## src/rtl/tx_sched_pkg.sv

```systemverilog
// Shared types and constants for the UART transmit scheduler.
package tx_sched_pkg;

  // Scheduler FSM states; IDLE must encode as zero.
  typedef enum logic [1:0] {
    IDLE      = 2'b00,
    ARM       = 2'b01,
    WAIT_DONE = 2'b10,
    GAP       = 2'b11
  } state_t;

  // Value tx_byte holds when nothing has been loaded since reset.
  localparam logic [7:0] IDLE_BYTE = 8'hFF;

  // State entered when a frame finishes (done or timeout).
  function automatic state_t frame_end_state(input int gap_cycles);
    return (gap_cycles > 0) ? GAP : IDLE;
  endfunction

endpackage

```

## src/rtl/tx_sched_rr_arbiter.sv

```systemverilog
// Rotating-priority picker: the first set request searching upward
// from ptr+1 (wrapping at N_REQ) wins. Purely combinational.
module rr_arbiter
  import tx_sched_pkg::*;
#(
  parameter int N_REQ = 3,
  parameter int IW    = $clog2(N_REQ)
) (
  input  logic [N_REQ-1:0] req,
  input  logic [IW-1:0]    ptr,
  output logic             any,
  output logic [IW-1:0]    winner
);

  // Scan the N_REQ positions after ptr and keep the first hit.
  always_comb begin
    int idx;
    idx    = 0;
    any    = 1'b0;
    winner = '0;
    for (int k = 1; k <= N_REQ; k++) begin
      idx = (int'(ptr) + k) % N_REQ;
      if (!any && req[idx]) begin
        any    = 1'b1;
        winner = IW'(idx);
      end
    end
  end

endmodule

```

## src/rtl/tx_sched.sv

```systemverilog
// Transmit scheduler: shares one UART byte transmitter between several
// byte producers. Round-robin pick, byte latch, start pulse, completion
// wait with timeout, then an inter-frame guard gap.
module tx_sched
  import tx_sched_pkg::*;
#(
  parameter int N_REQ          = 3,
  parameter int GAP_CYCLES     = 16,
  parameter int TIMEOUT_CYCLES = 200000
) (
  input  logic                     clk,
  input  logic                     nRst,
  input  logic [N_REQ-1:0]         req_valid,
  input  logic [8*N_REQ-1:0]       req_data,
  output logic [N_REQ-1:0]         req_ack,
  input  logic                     tx_ready,
  input  logic                     tx_done,
  output logic                     tx_ctrl,
  output logic [7:0]               tx_byte,
  output logic [$clog2(N_REQ)-1:0] grant_id,
  output logic                     busy,
  output logic                     tx_err
);

  localparam int IW = $clog2(N_REQ);
  localparam int TW = $clog2(TIMEOUT_CYCLES + 1);
  localparam int GW = (GAP_CYCLES > 0) ? $clog2(GAP_CYCLES + 1) : 1;

  // Counter value in the last WAIT_DONE cycle before a timeout fires.
  localparam logic [TW-1:0] TO_LAST   = TW'(TIMEOUT_CYCLES - 1);
  localparam logic [GW-1:0] GAP_LOAD  = (GAP_CYCLES > 0) ? GW'(GAP_CYCLES - 1) : '0;
  localparam logic [N_REQ-1:0] ONE    = N_REQ'(1);
  localparam state_t FRAME_END        = frame_end_state(GAP_CYCLES);

  state_t            state;
  state_t            state_nx;
  logic [IW-1:0]     rr_ptr;
  logic [IW-1:0]     win;
  logic              any;
  logic [TW-1:0]     to_cnt;
  logic [GW-1:0]     gap_cnt;
  logic              load;
  logic              start;
  logic              expire;

  rr_arbiter #(
    .N_REQ (N_REQ),
    .IW    (IW)
  ) u_arb (
    .req    (req_valid),
    .ptr    (rr_ptr),
    .any    (any),
    .winner (win)
  );

  // State register.
  always_ff @(posedge clk) begin
    if (!nRst) begin
      state <= IDLE;
    end else begin
      state <= state_nx;
    end
  end

  // Next-state logic and one-cycle strobes for the datapath.
  always_comb begin
    state_nx = state;
    load     = 1'b0;
    start    = 1'b0;
    expire   = 1'b0;
    case (state)
      IDLE: begin
        if (any) begin
          load     = 1'b1;
          state_nx = ARM;
        end
      end
      ARM: begin
        if (tx_ready) begin
          start    = 1'b1;
          state_nx = WAIT_DONE;
        end
      end
      WAIT_DONE: begin
        // tx_done coinciding with our own start pulse belongs to no frame of ours.
        if (tx_done && !tx_ctrl) begin
          state_nx = FRAME_END;
        end else if (to_cnt == TO_LAST) begin
          expire   = 1'b1;
          state_nx = FRAME_END;
        end
      end
      GAP: begin
        if (gap_cnt == '0) begin
          state_nx = IDLE;
        end
      end
      default: begin
        state_nx = IDLE;
      end
    endcase
  end

  // Grant, byte latch and registered handshake/status outputs.
  always_ff @(posedge clk) begin
    if (!nRst) begin
      req_ack  <= '0;
      tx_ctrl  <= 1'b0;
      tx_err   <= 1'b0;
      busy     <= 1'b0;
      grant_id <= '0;
      rr_ptr   <= IW'(N_REQ - 1);
      tx_byte  <= IDLE_BYTE;
    end else begin
      req_ack <= load ? (ONE << win) : '0;
      tx_ctrl <= start;
      tx_err  <= expire;
      busy    <= (state_nx != IDLE);
      if (load) begin
        tx_byte  <= req_data[8*win +: 8];
        grant_id <= win;
        rr_ptr   <= win;
      end
    end
  end

  // Completion timeout counter: cleared on start, counts through WAIT_DONE.
  always_ff @(posedge clk) begin
    if (!nRst) begin
      to_cnt <= '0;
    end else if (start) begin
      to_cnt <= '0;
    end else if (state == WAIT_DONE) begin
      to_cnt <= to_cnt + 1'b1;
    end
  end

  // Guard-gap counter: loads on GAP entry, counts down to zero.
  always_ff @(posedge clk) begin
    if (!nRst) begin
      gap_cnt <= '0;
    end else if ((state != GAP) && (state_nx == GAP)) begin
      gap_cnt <= GAP_LOAD;
    end else if ((state == GAP) && (gap_cnt != '0)) begin
      gap_cnt <= gap_cnt - 1'b1;
    end
  end

endmodule
```

## config.mk

```make
export PLATFORM = sky130hd
export DESIGN_NAME = tx_sched
export DESIGN_NICKNAME = d
export VERILOG_FILES = /design/src/rtl/tx_sched_pkg.sv /design/src/rtl/tx_sched_rr_arbiter.sv /design/src/rtl/tx_sched.sv
export SDC_FILE = /design/constraint.sdc
export NUM_CORES = 1
export LEC_CHECK = 0
export ABC_AREA = 1
export CORE_AREA = 3 3 80 82
export CTS_CLUSTER_SIZE = 14
export DETAILED_ROUTE_END_ITERATION = 8
export DIE_AREA = 0 0 83 85
export REMOVE_ABC_BUFFERS = 1
export SLEW_MARGIN = 20
export SYNTH_ARGS = -nofsm -noshare
export SYNTH_HDL_FRONTEND = slang
export SYNTH_SLANG_ARGS = --single-unit
```

## constraint.sdc

```tcl
create_clock -name clk -period 3.06 [get_ports clk]
set_clock_uncertainty 0.2 [all_clocks]
set_input_delay 0.612 -clock clk [delete_from_list [all_inputs] [get_ports clk]]
set_output_delay 0.612 -clock clk [all_outputs]
set_load 0.005 [all_outputs]
```

# == Word-level counts from Yosys, hierarchy flattened ==
# Index checks and enable logic that the tools add are counted.
# Widths: inputs -> output; s select.
# totals
output_inout_bits,16
in_bits,31
regBits,43
elab_cells,77
# op_classes
n_addsub,5
n_lt_le_gt_ge,3
reduce_logical,17
shifts,2
muxes,28
eq_ne,6
bitwise,2
div,3
# op_table
op,count
$lt 32x4->1 const B,3
$mod 32x3->32 const B,3
$shiftx 24x6->8,1
$add 18x1->18 const B,1
$eq 18x18->1 const B,1
$mux 2,8
$mux 1,14
$mux 4,2
$pmux 2 s4,1
$add 2x2->3 const B,2
$bmux 1 s2,3
$eq 2x2->1 const B,3
$logic_and 1x1->1,5
$logic_not 5->1,1
$reduce_bool 5->1,1
$sub 5x1->5 const B,1
$reduce_bool 2->1,2
$reduce_or 2->1,2
$add 2x1->3 const B,1
$logic_not 1->1,3
$reduce_or 3->1,1
$shl 1x2->3 const A,1
$eq 2x1->1 const B,1
$logic_not 2->1,1
other kinds (3),4

# == Longest topological paths before layout ==
# depth
depth_word,17
depth_mapped,16
mapped_depth_nobuf,14

# == Modules after synthesis ==
# A second synthesis with hierarchy kept.
# unflattened
cells_unflattened,334
area_unflattened_um2,2234.6
# by_module_without_submodules
mod,area_per_inst_um2,seq_area_each_um2,instances,cells_per_inst
tx_sched,2020.7,840.8,1,292
rr_arbiter,214.0,0.0,1,42

# == Least setup slack after synthesis ==
# Ideal clock, no wire load.
# synth_path
kind,reg-to-reg
startpoint,register grant_id[0] (netlist name)
endpoint,register tx_byte[1]
arrival_ns,1.731
synth_period_minus_slack_ns,2.057
n_path_buf,2
setup_ns,0.126
required_time_ns,2.734
slack_ns,1.003
stages_incl_launch_ff,13
cell_sequence,dfxtp_1 -> inv_1 -> ha_1 -> buf_6 -> o21ai_0 -> nand2_2 -> nand3_1 -> nand2_1 -> inv_1 -> nand2_1 -> buf_6 -> o211ai_1 -> nand3_1
# synth_rtl
element,line,text
"end signal, assigned",tx_sched.sv:120,tx_byte <= req_data[8*win +: 8];
"end, declared",tx_sched.sv:19,"output logic [7:0] tx_byte,"

==> reports/results.md <==
| Group | Parameter | Value |
|:---|:---|:---|
| floorplan | Area of the die | 7060 sq um |
| global routing | Pin count of the biggest net entering global routing | 15 |
| clock tree | Clock H-tree levels | 2 |
| placed design | IO Port Bufs | 46 |
| route | Average via count per standard cell | 4.75 |
| yosys | Warnings, synthesis | 0 |
| cells and area | Reg area | 841 sq um |
| yosys | Portion of the post-synthesis area used by sequential elements | 36.6% |
| timing | Setup TNS | 0 ps |
| cells and area | Number of standard cells in the final layout excluding fillers | 468 |
| clock tree | Buffer type at the clock tree root | clkbuf_8 |
| yosys | Post-Synth Simple-Gate Area | 38.7% |
| timing | Final Hold Vio Count | 0 |
| yosys | Synth Area in XOR/XNOR | 1.52% |
| yosys | Flop and latch count out of synthesis | 42 |
| cells and area | Fill cell total of the finished layout | 606 |
| timing | Setup repair after global routing missed its margin | false |
| setup path | Largest stage delay on the critical path | 410 ps |
| flow run | MaxCap Viol Count | 0 |
| timing | Worst slew margin | 70.8% |
| clock tree | Number of hold-repair buffers added at the cts stage | 0 |
| clock tree | Number of buffers added by the clock tree synthesis step | 5 |
| yosys | Number of flops mapped to enable cells by yosys | 0 |
| timing | Slew @ Worst Pin | 438 ps |
| route | DRT Wirelength | 5300 microns |
| route | 1st-pass router iterations | 4 |
| yosys | Post-synth top area share | 36.6% |
| yosys | Syn avg cell area | 6.70 sq um |
| clock tree | Clock tree from TritonCTS | done |
| floorplan | Die height | 85 microns |
| setup path | Type of the worst setup path | reg -> reg |
| timing | Final period utilization | 77.0% |
| cells and area | Share of post-route cells with drive strength above 1 | 6.87% |
| global routing | Via count of the first global-routing pass | 2160 |
| setup path | Worst path arrival time | 2340 ps |
| setup path | Number of buffers and inverters on the critical path | 3 |
| power and ir drop | Pwr per Cell Area | 750 nW/um^2 |
| clock tree | Insertion delay of the later-clocked pin in the worst-skew pair | 290 ps |
| yosys | Synth Flop Type | dfxtp_1 |
| yosys | Dominant combinational cell family by area after synthesis | simple AND/OR/NAND/NOR gates |
| timing | Maximum clock frequency | 424 MHz |
| global routing | Wire length of the first global-routing pass | 9290 microns |
| setup path | Critical Path RT | 3050 ps |
| power and ir drop | Seq pwr share | 32.8% |
| floorplan | Count of pins on the block boundary | 47 |
| clock tree | Sinks on the clock net | 42 |
| yosys | Library cell with the highest instance count after synthesis | nand2_1 |
| route | DRC errors left | 0 |
| power and ir drop | Leakage Power | 1.21 nW |
| power and ir drop | Switching share of total power | 41.8% |
| route | Mean routed wirelength per cell | 11.3 microns |
| setup path | Cell-by-cell trace of the critical path | inv_1 -> ha_1 -> inv_1 -> nand2_1 -> nand3_1 -> nand2_2 -> nand3_1 -> nand2_1 -> inv_1 -> nand2_1 -> nand2_1 -> o211ai_1 -> nand3_1 |
| placed design | Dpl hpwl | 4130 microns |
| floorplan | Die Width | 83 microns |
| yosys | Most used standard cells in the synthesized netlist | nand2_1 (89), inv_1 (47), dfxtp_1 (42), nand3_1 (34), nor2_1 (29) |
| cells and area | Antenna fix cells | 0 |
| route | Antenna-violating nets left | 0 |
| timing | Fin crit period | 2360 ps |
| yosys | Fraction of synthesized area in multiplexers | 0% |
| yosys | Gate count of the mapped netlist | 343 |
| global routing | Residual overflow from global routing | 0 |
| yosys | Fraction of registers with async set/reset | 0% |
| power and ir drop | Psw | 0.915 mW |
| yosys | Synth Area in Compound Gates | 10.2% |
| run status | Status | finished clean |
| yosys | Adder-Cell Fraction of Synth Area | 2.72% |
| yosys | Cell types with the largest area share after synthesis | dfxtp_1 (37%), nand2_1 (15%), inv_1 (7.7%) |
| min path | Worst min-delay path category | reg -> reg |
| yosys | Netlist cell types | 31 |
| power and ir drop | Maximum ir drop on the vdd rail | 0.422 mV |
| global routing | Initial antenna violation count | 0 |
| cells and area | Relative area change from synthesis to final layout | 26.7% |
| clock tree | Number of cells upsized or downsized after cts | 0 |
| placed design | Number of placed cells counting well taps | 460 |
| global routing | GRT Util Overall | 16.0% |
| timing | Number of setup violations in the final report | 0 |
| yosys | Summed instance area of the synthesized netlist | 2300 sq um |
| cells and area | Multi-input gate area in the final layout | 1220 sq um |
| power and ir drop | Clk network pwr share | 17.0% |
| power and ir drop | Gate power share | 50.2% |
| floorplan | Initial core utilization | 39.5% |
| power and ir drop | Power Internal | 1.27 mW |
| setup path | Worst Setup Start Kind | flip-flop |
| clock tree | Buffer levels on the longest clock path | 2 |
| timing | Number of max-slew violations in the final report | 0 |
| yosys | Cell type with the highest aggregate area in the netlist | dfxtp_1 |
| setup path | Critical path peak fanout | 11 |
| clock tree | Clock transition at the registers of the reported paths | 80 ps |
| clock tree | Total setup buffers inserted after CTS | 0 |
| setup path | Crit-path leading delay family | simple AND/OR/NAND/NOR gates |
| floorplan | Placeable core region | 5820 sq um |
| floorplan | Row count | 28 |
| setup path | Critical Path Most Common Cell | nand2_1 |
| placed design | Routability congestion estimate | 0.813 |
| cells and area | Post-layout nets | 428 |
| setup path | Kind of end point of the critical path | flip-flop |
| setup path | Highest-delay cell along the critical path | ha_1 |
| route | Initial DRC count | 67 |
| route | Via Count | 2223 |
state kept, by name, summed over array words and instances, names as in the netlist:
signal,cells
rr_ptr,1
to_cnt,18
tx_err,1
busy,1
tx_ctrl,1
grant_id,2
state,2
tx_byte,8
gap_cnt,5
req_ack,3
worst reg2reg max path: stages, from the launching register on:
cell and delay, ps:
dfxtp_1 400, inv_1 60, ha_1 410, inv_1 130, nand2_1 70, nand3_1 90
nand2_2 130, nand3_1 120, nand2_1 80, inv_1 50, nand2_1 240, nand2_1 90
o211ai_1 100, nand3_1 80
placed cells by master (no fill, tap or decap), types with 5 or more instances in the layout:
master,netlist,routed
nand3_1,34,34
nor2_1,29,29
clkdlybuf4s50_1,0,46
nand2_1,89,89
nor3_1,11,11
nand4_1,9,9
nor2_4,5,5
dfxtp_1,42,42
a21oi_1,24,24
o21ai_0,13,13
inv_1,47,47
clkbuf_8,0,6
ha_1,5,5
power groups by stage:
stage / clock network, mW / logic (mW) / registers [mW]
final: 0.372 / 1.10 / 0.716
after global routing: 0.410 / 1.26 / 0.728
after CTS: 0.384 / 1.11 / 0.717
after detailed placement: 0 / 1.10 / 0.726
after global placement: 0 / 1.11 / 0.725
after floorplan: 0 / 0.731 / 0.727
final cells by class:
cell class	instances	area share, %
repair buffers	49	16.6
inverters	49	6.31
clock buffers	7	2.96
flip-flops and latches	42	28.9
well taps	75	3.22
multi-input cells	245	41.9
clock inverters	1	0.172
final timing paths:
path / start / endpoint / slack (ps) / cells past startpoint
hold reg to reg: tx_byte[6] / tx_byte[6] / 280 / 2
hold / removal: tx_byte[6] / tx_byte[6] / 280 / 2
setup / recovery: grant_id[0] / tx_byte[4] / 700 / 13
setup reg to reg: grant_id[0] / tx_byte[4] / 700 / 13
stage by stage:
stage	setup WS [ps]	hold slack, ps	area, sq um	power (mW)	utilization, %
after CTS	671	281	2910	2.21	50.1
after floorplan	999	252	2250	1.46	-
final	703	281	2910	2.19	50.1
after detailed placement	438	261	2820	1.83	48.5
after global placement	460	255	2820	1.84	48.5
after global routing	344	297	2910	2.40	50.1
metal layers:
| layer | vias to the layer above | wire length (microns) | track usage [%] |
|---|---|---|---|
| li1 | 1199 | - | - |
| met1 | 953 | 2340 | 18.4 |
| met2 | 65 | 2510 | 28.3 |
| met3 | 6 | 376 | 5.05 |
| met4 | 0 | 70 | 5.05 |
| met5 | - | 0 | 0 |
kinds of logic after synthesis:
logic type / Yosys count
AOI/OAI and AO/OA: 44
xor gates and xnor gates: 4
adders and majority gates: 5
buffers and inverters: 56
DFF: 42
and+or+nand+nor: 192
No activity file was read; power rests on OpenSTA's default activity.
